File: config.mk
export PLATFORM = sky130hd
export DESIGN_NAME = alu_muldiv_seq
export DESIGN_NICKNAME = d
export VERILOG_FILES = /design/src/rtl/alu_muldiv_seq_pkg.sv /design/src/rtl/alu_muldiv_step.sv /design/src/rtl/alu_muldiv_seq.sv
export SDC_FILE = /design/constraint.sdc
export NUM_CORES = 1
export LEC_CHECK = 0
export BUFFER_PORTS_ARGS = -buffer_cell sky130_fd_sc_hd__buf_2
export CAP_MARGIN = 20
export CORE_UTILIZATION = 44
export CTS_CLUSTER_DIAMETER = 150
export DETAILED_ROUTE_END_ITERATION = 12
export GPL_ROUTABILITY_DRIVEN = 1
export GPL_TIMING_DRIVEN = 1
export PLACE_DENSITY = 0.73
export SLEW_MARGIN = 20
export SYNTH_ARGS = -nofsm -noshare
export SYNTH_HDL_FRONTEND = slang
export SYNTH_SLANG_ARGS = --single-unit
File: constraint.sdc
create_clock -name clk -period 3 [get_ports clk]
set_input_delay 0.45 -clock clk [delete_from_list [all_inputs] [get_ports clk]]
set_output_delay 0.45 -clock clk [all_outputs]
set_load 0.02 [all_outputs]
File: src/rtl/alu_muldiv_seq_pkg.sv
// Shared types and defaults for the iterative multiply/divide sequencer.
// Holds the opcode and FSM state enums plus the ALU add-select defaults.
package alu_muldiv_seq_pkg;

    localparam int         MD_WIDTH   = 16;
    localparam logic [3:0] MD_ADD_SEL = 4'b1001;
    localparam logic       MD_ADD_M   = 1'b0;

    typedef enum logic {
        OP_MUL  = 1'b0,
        OP_DIVU = 1'b1
    } op_e;

    typedef enum logic [1:0] {
        S_IDLE,
        S_PREP,
        S_ITER,
        S_DONE
    } state_e;

endpackage

File: src/rtl/alu_muldiv_step.sv
// Combinational per-iteration step for shift-add MUL and restoring DIVU.
// Ports: op, hi (acc/r), lo (mplier/dvd), opb (mcand/negd), alu_y/alu_co
// in; alu_a/alu_b operands and hi_n/lo_n next state out. With
// MULDIV_EARLY_EXIT_EN: cnt in, early out (MUL remaining bits all zero).
module alu_muldiv_step
    import alu_muldiv_seq_pkg::*;
#(
    parameter int WIDTH = MD_WIDTH
) (
    input  logic             op,
    input  logic [WIDTH-1:0] hi,
    input  logic [WIDTH-1:0] lo,
    input  logic [WIDTH-1:0] opb,
    input  logic [WIDTH-1:0] alu_y,
    input  logic             alu_co,
`ifdef MULDIV_EARLY_EXIT_EN
    input  logic [4:0]       cnt,
    output logic             early,
`endif
    output logic [WIDTH-1:0] alu_a,
    output logic [WIDTH-1:0] alu_b,
    output logic [WIDTH-1:0] hi_n,
    output logic [WIDTH-1:0] lo_n
);

    // Remainder shifted left by one with the next dividend bit; the top
    // bit is the 17th bit that forces "remainder >= divisor".
    logic [WIDTH:0] sh;
    logic           ge;

`ifdef MULDIV_EARLY_EXIT_EN
    logic [WIDTH-1:0]   rem_mask;
    logic [6:0]         shamt;
    logic [2*WIDTH-1:0] cat_sh;
`endif

    always_comb begin
        sh = {hi, lo[WIDTH-1]};
        ge = alu_co | sh[WIDTH];
        if (op == OP_MUL) begin
            alu_a = hi;
            alu_b = lo[0] ? opb : '0;
            hi_n  = {alu_co, alu_y[WIDTH-1:1]};
            lo_n  = {alu_y[0], lo[WIDTH-1:1]};
        end else begin
            alu_a = sh[WIDTH-1:0];
            alu_b = opb;
            hi_n  = ge ? alu_y : sh[WIDTH-1:0];
            lo_n  = {lo[WIDTH-2:0], ge};
        end
`ifdef MULDIV_EARLY_EXIT_EN
        // The low WIDTH-cnt bits of lo are still unconsumed multiplier
        // bits; once they are zero every remaining step is a pure shift.
        rem_mask = {WIDTH{1'b1}} >> cnt;
        shamt    = 7'(WIDTH) - {2'b00, cnt};
        cat_sh   = {hi, lo} >> shamt;
        early    = (op == OP_MUL) && ((lo & rem_mask) == '0);
        if (early) begin
            hi_n = cat_sh[2*WIDTH-1:WIDTH];
            lo_n = cat_sh[WIDTH-1:0];
        end
`endif
    end

endmodule

File: src/rtl/alu_muldiv_seq.sv
// Iterative unsigned MUL/DIVU sequencer driving an external 74181-style ALU.
// Ports: clk, rst_n; in_valid/in_ready/in_op/in_a/in_b request;
// res_valid/res_ready/res_hi/res_lo/res_dz result; alu_s/alu_m/alu_a/alu_b
// to the ALU, alu_y/alu_co back. Option macro: MULDIV_EARLY_EXIT_EN.
module alu_muldiv_seq
    import alu_muldiv_seq_pkg::*;
#(
    parameter int         WIDTH   = MD_WIDTH,
    parameter logic [3:0] ADD_SEL = MD_ADD_SEL,
    parameter logic       ADD_M   = MD_ADD_M
) (
    input  logic             clk,
    input  logic             rst_n,
    input  logic             in_valid,
    output logic             in_ready,
    input  logic             in_op,
    input  logic [WIDTH-1:0] in_a,
    input  logic [WIDTH-1:0] in_b,
    output logic             res_valid,
    input  logic             res_ready,
    output logic [WIDTH-1:0] res_hi,
    output logic [WIDTH-1:0] res_lo,
    output logic             res_dz,
    output logic [0:3]       alu_s,
    output logic             alu_m,
    output logic [WIDTH-1:0] alu_a,
    output logic [WIDTH-1:0] alu_b,
    input  logic [WIDTH-1:0] alu_y,
    input  logic             alu_co
);

    state_e           state;
    state_e           state_n;
    logic             op_q;
    logic [WIDTH-1:0] hi_q;
    logic [WIDTH-1:0] lo_q;
    logic [WIDTH-1:0] opb_q;
    logic [4:0]       cnt;
    logic [WIDTH-1:0] st_a;
    logic [WIDTH-1:0] st_b;
    logic [WIDTH-1:0] st_hi;
    logic [WIDTH-1:0] st_lo;
    logic             early;
    logic             last;
    logic             fire_in;

    assign alu_s     = ADD_SEL;
    assign alu_m     = ADD_M;
    assign in_ready  = (state == S_IDLE);
    assign res_valid = (state == S_DONE);
    assign res_hi    = hi_q;
    assign res_lo    = lo_q;
    assign fire_in   = in_valid & in_ready;
    assign last      = (cnt == 5'(WIDTH-1));

    alu_muldiv_step #(
        .WIDTH (WIDTH)
    ) u_step (
        .op     (op_q),
        .hi     (hi_q),
        .lo     (lo_q),
        .opb    (opb_q),
        .alu_y  (alu_y),
        .alu_co (alu_co),
`ifdef MULDIV_EARLY_EXIT_EN
        .cnt    (cnt),
        .early  (early),
`endif
        .alu_a  (st_a),
        .alu_b  (st_b),
        .hi_n   (st_hi),
        .lo_n   (st_lo)
    );

`ifndef MULDIV_EARLY_EXIT_EN
    assign early = 1'b0;
`endif

    always_ff @(posedge clk or negedge rst_n) begin
        if (!rst_n) begin
            state <= S_IDLE;
        end else begin
            state <= state_n;
        end
    end

    always_comb begin
        state_n = state;
        alu_a   = '0;
        alu_b   = '0;
        unique case (state)
            S_IDLE: begin
                if (fire_in) begin
                    if (in_op == OP_MUL) begin
                        state_n = S_ITER;
                    end else if (in_b == '0) begin
                        state_n = S_DONE;
                    end else begin
                        state_n = S_PREP;
                    end
                end
            end
            S_PREP: begin
                // Two's-complement negation of the divisor via the adder.
                alu_a   = ~opb_q;
                alu_b   = {{(WIDTH-1){1'b0}}, 1'b1};
                state_n = S_ITER;
            end
            S_ITER: begin
                alu_a = st_a;
                alu_b = st_b;
                if (last || early) begin
                    state_n = S_DONE;
                end
            end
            S_DONE: begin
                if (res_ready) begin
                    state_n = S_IDLE;
                end
            end
            default: state_n = S_IDLE;
        endcase
    end

    always_ff @(posedge clk or negedge rst_n) begin
        if (!rst_n) begin
            op_q   <= 1'b0;
            hi_q   <= '0;
            lo_q   <= '0;
            opb_q  <= '0;
            cnt    <= '0;
            res_dz <= 1'b0;
        end else begin
            unique case (state)
                S_IDLE: begin
                    if (fire_in) begin
                        op_q   <= in_op;
                        cnt    <= '0;
                        hi_q   <= '0;
                        res_dz <= 1'b0;
                        if (in_op == OP_MUL) begin
                            lo_q  <= in_b;
                            opb_q <= in_a;
                        end else if (in_b == '0) begin
                            hi_q   <= in_a;
                            lo_q   <= '1;
                            opb_q  <= '0;
                            res_dz <= 1'b1;
                        end else begin
                            lo_q  <= in_a;
                            opb_q <= in_b;
                        end
                    end
                end
                S_PREP: begin
                    opb_q <= alu_y;
                end
                S_ITER: begin
                    hi_q <= st_hi;
                    lo_q <= st_lo;
                    cnt  <= cnt + 5'd1;
                end
                default: ;
            endcase
        end
    end

endmodule
# Word level (Yosys, flattened, before mapping)
# Index checks and enable logic that the tools add are counted.
dict set report word_totals {
  regBits 57
  in_bits 54
  word_cells 56
  out_inout_bits 72
}
dict set report op_classes {
  n_bitwise 3
  mux 30
  addsub 1
  n_eq_ne 7
  reduce_logical 8
}
# op n
set ops {}
lappend ops {{2-to-1 mux 16 bit} 15}
lappend ops {{one-hot mux 16 bit (2 select lines)} 5}
lappend ops {{logical NOT 16 bit} 1}
lappend ops {{inverter 16 bit} 1}
lappend ops {{2-to-1 mux 2 bit} 5}
lappend ops {{one-hot mux 5 bit (2 select lines)} 1}
lappend ops {{one-hot mux 2 bit (4 select lines)} 1}
lappend ops {{AND reduction 2 bit} 3}
lappend ops {{adder 5 x 1 -> 5 bit (second input constant)} 1}
lappend ops {{equality test 5 x 4 -> 1 bit (second input constant)} 1}
lappend ops {{2-to-1 mux 5 bit} 1}
lappend ops {{equality test 2 bit (second input constant)} 2}
lappend ops {{inequality test 2 x 1 -> 1 bit (second input constant)} 2}
lappend ops {{nonzero test 2 bit} 2}
lappend ops {{AND reduction 3 bit} 1}
lappend ops {{equality test 2 x 1 -> 1 bit (second input constant)} 1}
lappend ops {{logical NOT 2 bit} 1}
lappend ops {{2-to-1 mux 1 bit} 2}
lappend ops {{inequality test 2 bit (second input constant)} 1}
lappend ops {{AND 1 bit} 1}
lappend ops {{bitwise OR 1 bit} 1}

# Depth between registers and ports, before layout
dict set report logic_depth {
  word_depth 5
  ltp_mapped 8
  ltp_nobuf 6
}

# Hierarchy
# From an unflattened synthesis, not the netlist that was laid out.
dict set report unflattened {
  cells_unflattened 554
  area_unflattened_um2 4583.1
}
# mod cells_each n_inst seq_area_each_um2 area_per_inst_um2
set by_module_without_submodules {}
lappend by_module_without_submodules {alu_muldiv_seq 426 1 1426.4 3583.4}
lappend by_module_without_submodules {alu_muldiv_step 128 1 0.0 999.7}

# Least setup slack after synthesis
# Ideal clock, no wire load.
dict set report synth_path {
  path_kind {register to output}
  startpoint {register state[0]}
  endpoint {output alu_a[0]}
  arrival_time_ps 1609
  stages_incl_launch_ff 7
  path_slack_ps 941
  cell_sequence {dfrtp_1 -> inv_1 -> ha_1 -> buf_2 -> buf_1 -> a21oi_1 -> nor2b_1}
}
dict set report synth_between {
  elab_chain_cells 2
  elab_cells_between_ends 3
  classes_between {eq/ne (2); mux (1)}
}
# element line_no
set synth_lines {}
lappend synth_lines {{from (decl)} alu_muldiv_seq.sv:32} ;# state_e state;
lappend synth_lines {{from (signal assigned)} alu_muldiv_seq.sv:83} ;# state <= state_n;
lappend synth_lines {{equality test 2 bit or equality test 2 x 1 -> 1 bit (tied branches)} alu_muldiv_seq.sv:91} ;# unique case (state)
lappend synth_lines {{one-hot mux 16 bit (2 select lines) (*)} alu_muldiv_seq.sv:91}
lappend synth_lines {{to (decl)} alu_muldiv_seq.sv:26} ;# output logic [WIDTH-1:0] alu_a,
# Every way passes the cells marked *; elsewhere a longest branch is shown, timed or not.

# Worst setup path after layout
dict set report layout_path {
  startpoint {register state[1]}
  endpoint {output alu_a[6]}
}
# The elaborated chain is that of the path after synthesis.

==> results.py <==
metrics = {
    "synthesis": {
        "synth.largest_area_cell": "dfrtp_1",
        "synth.cell_area_mm2": 0.00435,
        "register_area_share_after_synthesis": 0.328,
        "synthesis.area_per_instance_um2": 8.12,
        "synth_warnings": 0,
        "netlist-cell-type-count": 40,
        "synth_top_cell_area_share": 0.328,
        "synthesis.instances": 535,
        "synth_top_cells_by_area": "dfrtp_1 33%, mux2_2 8.3%, nand2_1 6.0%, o21ai_0 5.9%, mux2i_1 5.1%",
        "synth-seq-cells": 57,
    },
    "setup_path": {
        "timing.critical_path.arrival_ns": 2.23,
        "ff2ff_path_depth": 6,
        "timing.critical_path.required_ns": 2.55,
        "endpoint_kind_of_the_worst_setup_timing_path": "primary output",
        "setup.worst_path.start": "state[1]",
        "r2r_setup_slack_ns": 0.74,
        "worst-path-max-fanout": 26,
        "setup.worst_path.class": "reg -> out",
        "r2r_path_end": "res_lo[1]",
        "crit_path_start_kind": "flip-flop",
        "timing.critical_path.to": "alu_a[6]",
        "timing.rr.start": "state[0]",
    },
    "timing": {
        "clock_skew_ns": 0.00864,
        "slew_at_the_pin_with_the_worst_max_slew_slack_ns": 0.885,
        "setup_violations": 0,
        "fin_crit_sh": 0.894,
        "setup_repair_after_global_routing_missed_its_margin": "false",
        "totalNegativeSetupSlack_ns": 0,
        "fmax_mhz": 373,
        "timing.hold.ws_ns": 0.0696,
        "layout_min_cycle_time_ns": 2.68,
        "remaining_max_slew_budget_at_the_tightest_pin": 0.410,
        "hold_viol_final": 0,
        "timing_max_transition_violations_final": 0,
    },
    "grt": {
        "gr-usage-all-layers": 0.269,
        "grt_max_degree": 52,
        "grt_pass1_wl_um": 21500,
        "initial_antenna_violation_count": 0,
        "grt.overflow.total": 0,
        "first_global_vias": 4212,
    },
    "placed_design": {
        "number_of_port_buffers": 120,
        "placed_cells_incl_taps": 746,
        "routabilityCongestion": 0.864,
        "dp.final_hpwl_um": 9810,
    },
    "drt": {
        "viasPerCell": 5.83,
        "antenna_left": 0,
        "post-route-drc-count": 0,
        "1st_iter_drt_viols": 321,
        "detail_route.wl_per_cell_um": 18.0,
        "routed_wirelength_um": 13700,
        "detailroute.via_count": 4444,
        "detailedRoute.firstPassIterationCount": 6,
    },
    "clock_tree": {
        "cts_tree": "built",
        "cts.path.max_buffers": 2,
        "h-tree-depth": 3,
        "cts_root_buf": "clkbuf_8",
        "holdBufCountCts": 0,
        "cts_resized": 0,
        "clock_latency_ns": 0.34,
        "cts.repair_timing.setup_buffer_count": 0,
        "cts_buffers": 9,
        "clock_slew_at_the_register_clock_pins_of_the_worst_setup_and_hold_paths_ns": 0.07,
        "cts_sinks": 57,
    },
    "power": {
        "fin_total_pwr_mw": 5.74,
        "ir_drop_v": 0.000443,
        "pwr_density_cell_mw_per_mm2": 1120,
        "leakage_nw": 2.41,
    },
    "floorplanning": {
        "design.die.area_mm2": 0.0103,
        "core_area_mm2": 0.00942,
        "die_x_um": 101,
        "initial_core_util": 0.462,
        "dieHeight_um": 101,
        "placement_rows": 35,
        "number_of_top_level_design_ports": 126,
    },
    "final_layout": {
        "flow.area_growth_from_synthesis_pct": 18.4,
        "finalNonFillerCells": 762,
        "final_net_count": 689,
        "num_antenna_cells": 0,
        "layout.cells.most_common": "buf_2",
        "layout_common_cells": "120 x buf_2, 70 x nand2_1, 56 x dfrtp_1",
        "drive_gt1_frac": 0.305,
    },
    "min_path": {
        "worstHoldPathType": "in -> async",
    },
    "status": {
        "status": "finished, final reports clean",
    },
    "job": {
        "max_cap_violations": 0,
    },
}
[cells by family after synthesis]
group	count (synthesis)	share of synthesized area
AND/OR/NAND/NOR	216	0.248
AO/OA/AOI/OAI	140	0.193
buffers and inverters	58	0.0717
flip-flops	57	0.328
multiplexers	55	0.137
adder cells (fa/ha/maj)	7	0.0202
other	2	0.00173
[power by group]
group / internal, mW / switching (mW) / leakage, nW
sequential: 1.09 / 0.404 / 0.721
combinational: 1.33 / 2.09 / 1.58
clock: 0.489 / 0.336 / 0.113
[synthesized netlist by cell type, drive strengths merged]
library cell	n
a21oi	34
mux2	33
or3	1
inv	5
clkbuf	21
o21ai	53
ha	7
nand2b	2
a2bb2oi	1
nand3	32
mux2i	22
or2	1
a22o	1
o221ai	1
conb	2
nand2	70
o22ai	2
o21a	2
a31o	15
dfrtp	57
and3	16
nor4	4
nor3b	17
and4	1
nand4	1
nor2	36
a31oi	16
nor2b	34
and2	1
buf	32
o211ai	15
[cell type report]
class,count,area [um2]
inverter,5,18.8
timing repair buffer,132,691
sequential,57,1430
clock inverter,5,78.8
clock buffer,11,141
multi-input combinational,423,2630
tap,129,161
fill,918,4270
[metrics by stage]
stage          utilization  worst slack [ns]  cell area, um2
6_report             0.546             0.318            5140
5_1_grt              0.546             0.152            5140
4_1_cts              0.546             0.345            5140
3_5_place_dp         0.523             0.704            4920
3_3_place_gp         0.523             0.811            4920
2_1_floorplan            -             0.941            4360
[flip-flops by register name, indices dropped and copies added, names as in the netlist]
signal	flops
opb_q	16
state	2
res_dz	1
cnt	5
op_q	1
res_lo	16
res_hi	16
[how the worst min path moves through the flow]
stage | depth (start not counted) | slack [ns] | to | start
final | 1 | 0.07 | res_lo[0] | rst_n
after global routing | 1 | 0.1 | res_lo[0] | rst_n
after CTS | 1 | 0.09 | res_lo[0] | rst_n
after detailed placement | 1 | 0.46 | res_lo[0] | rst_n
after global placement | 1 | 0.43 | res_lo[0] | rst_n
after floorplan | 0 | 0.15 | cnt[0] | rst_n
[worst max-delay path: stages (launching register included)]
cell     delay, ns
dfrtp_1       0.41
inv_1         0.13
ha_1          0.76
nor2b_1       0.24
a21oi_1       0.05
nor2b_1       0.12
buf_2         0.18
[layer usage]
| metal | share of wire | vias to the layer above | track usage |
|---|---|---|---|
| li1 | - | 2075 | - |
| met3 | 0.061 | 34 | 0.0366 |
| met4 | 0.026 | 0 | 0.101 |
| met5 | 0 | - | 0 |
| met2 | 0.49 | 191 | 0.453 |
| met1 | 0.42 | 2144 | 0.353 |
No activity file was read; power rests on OpenSTA's default activity.
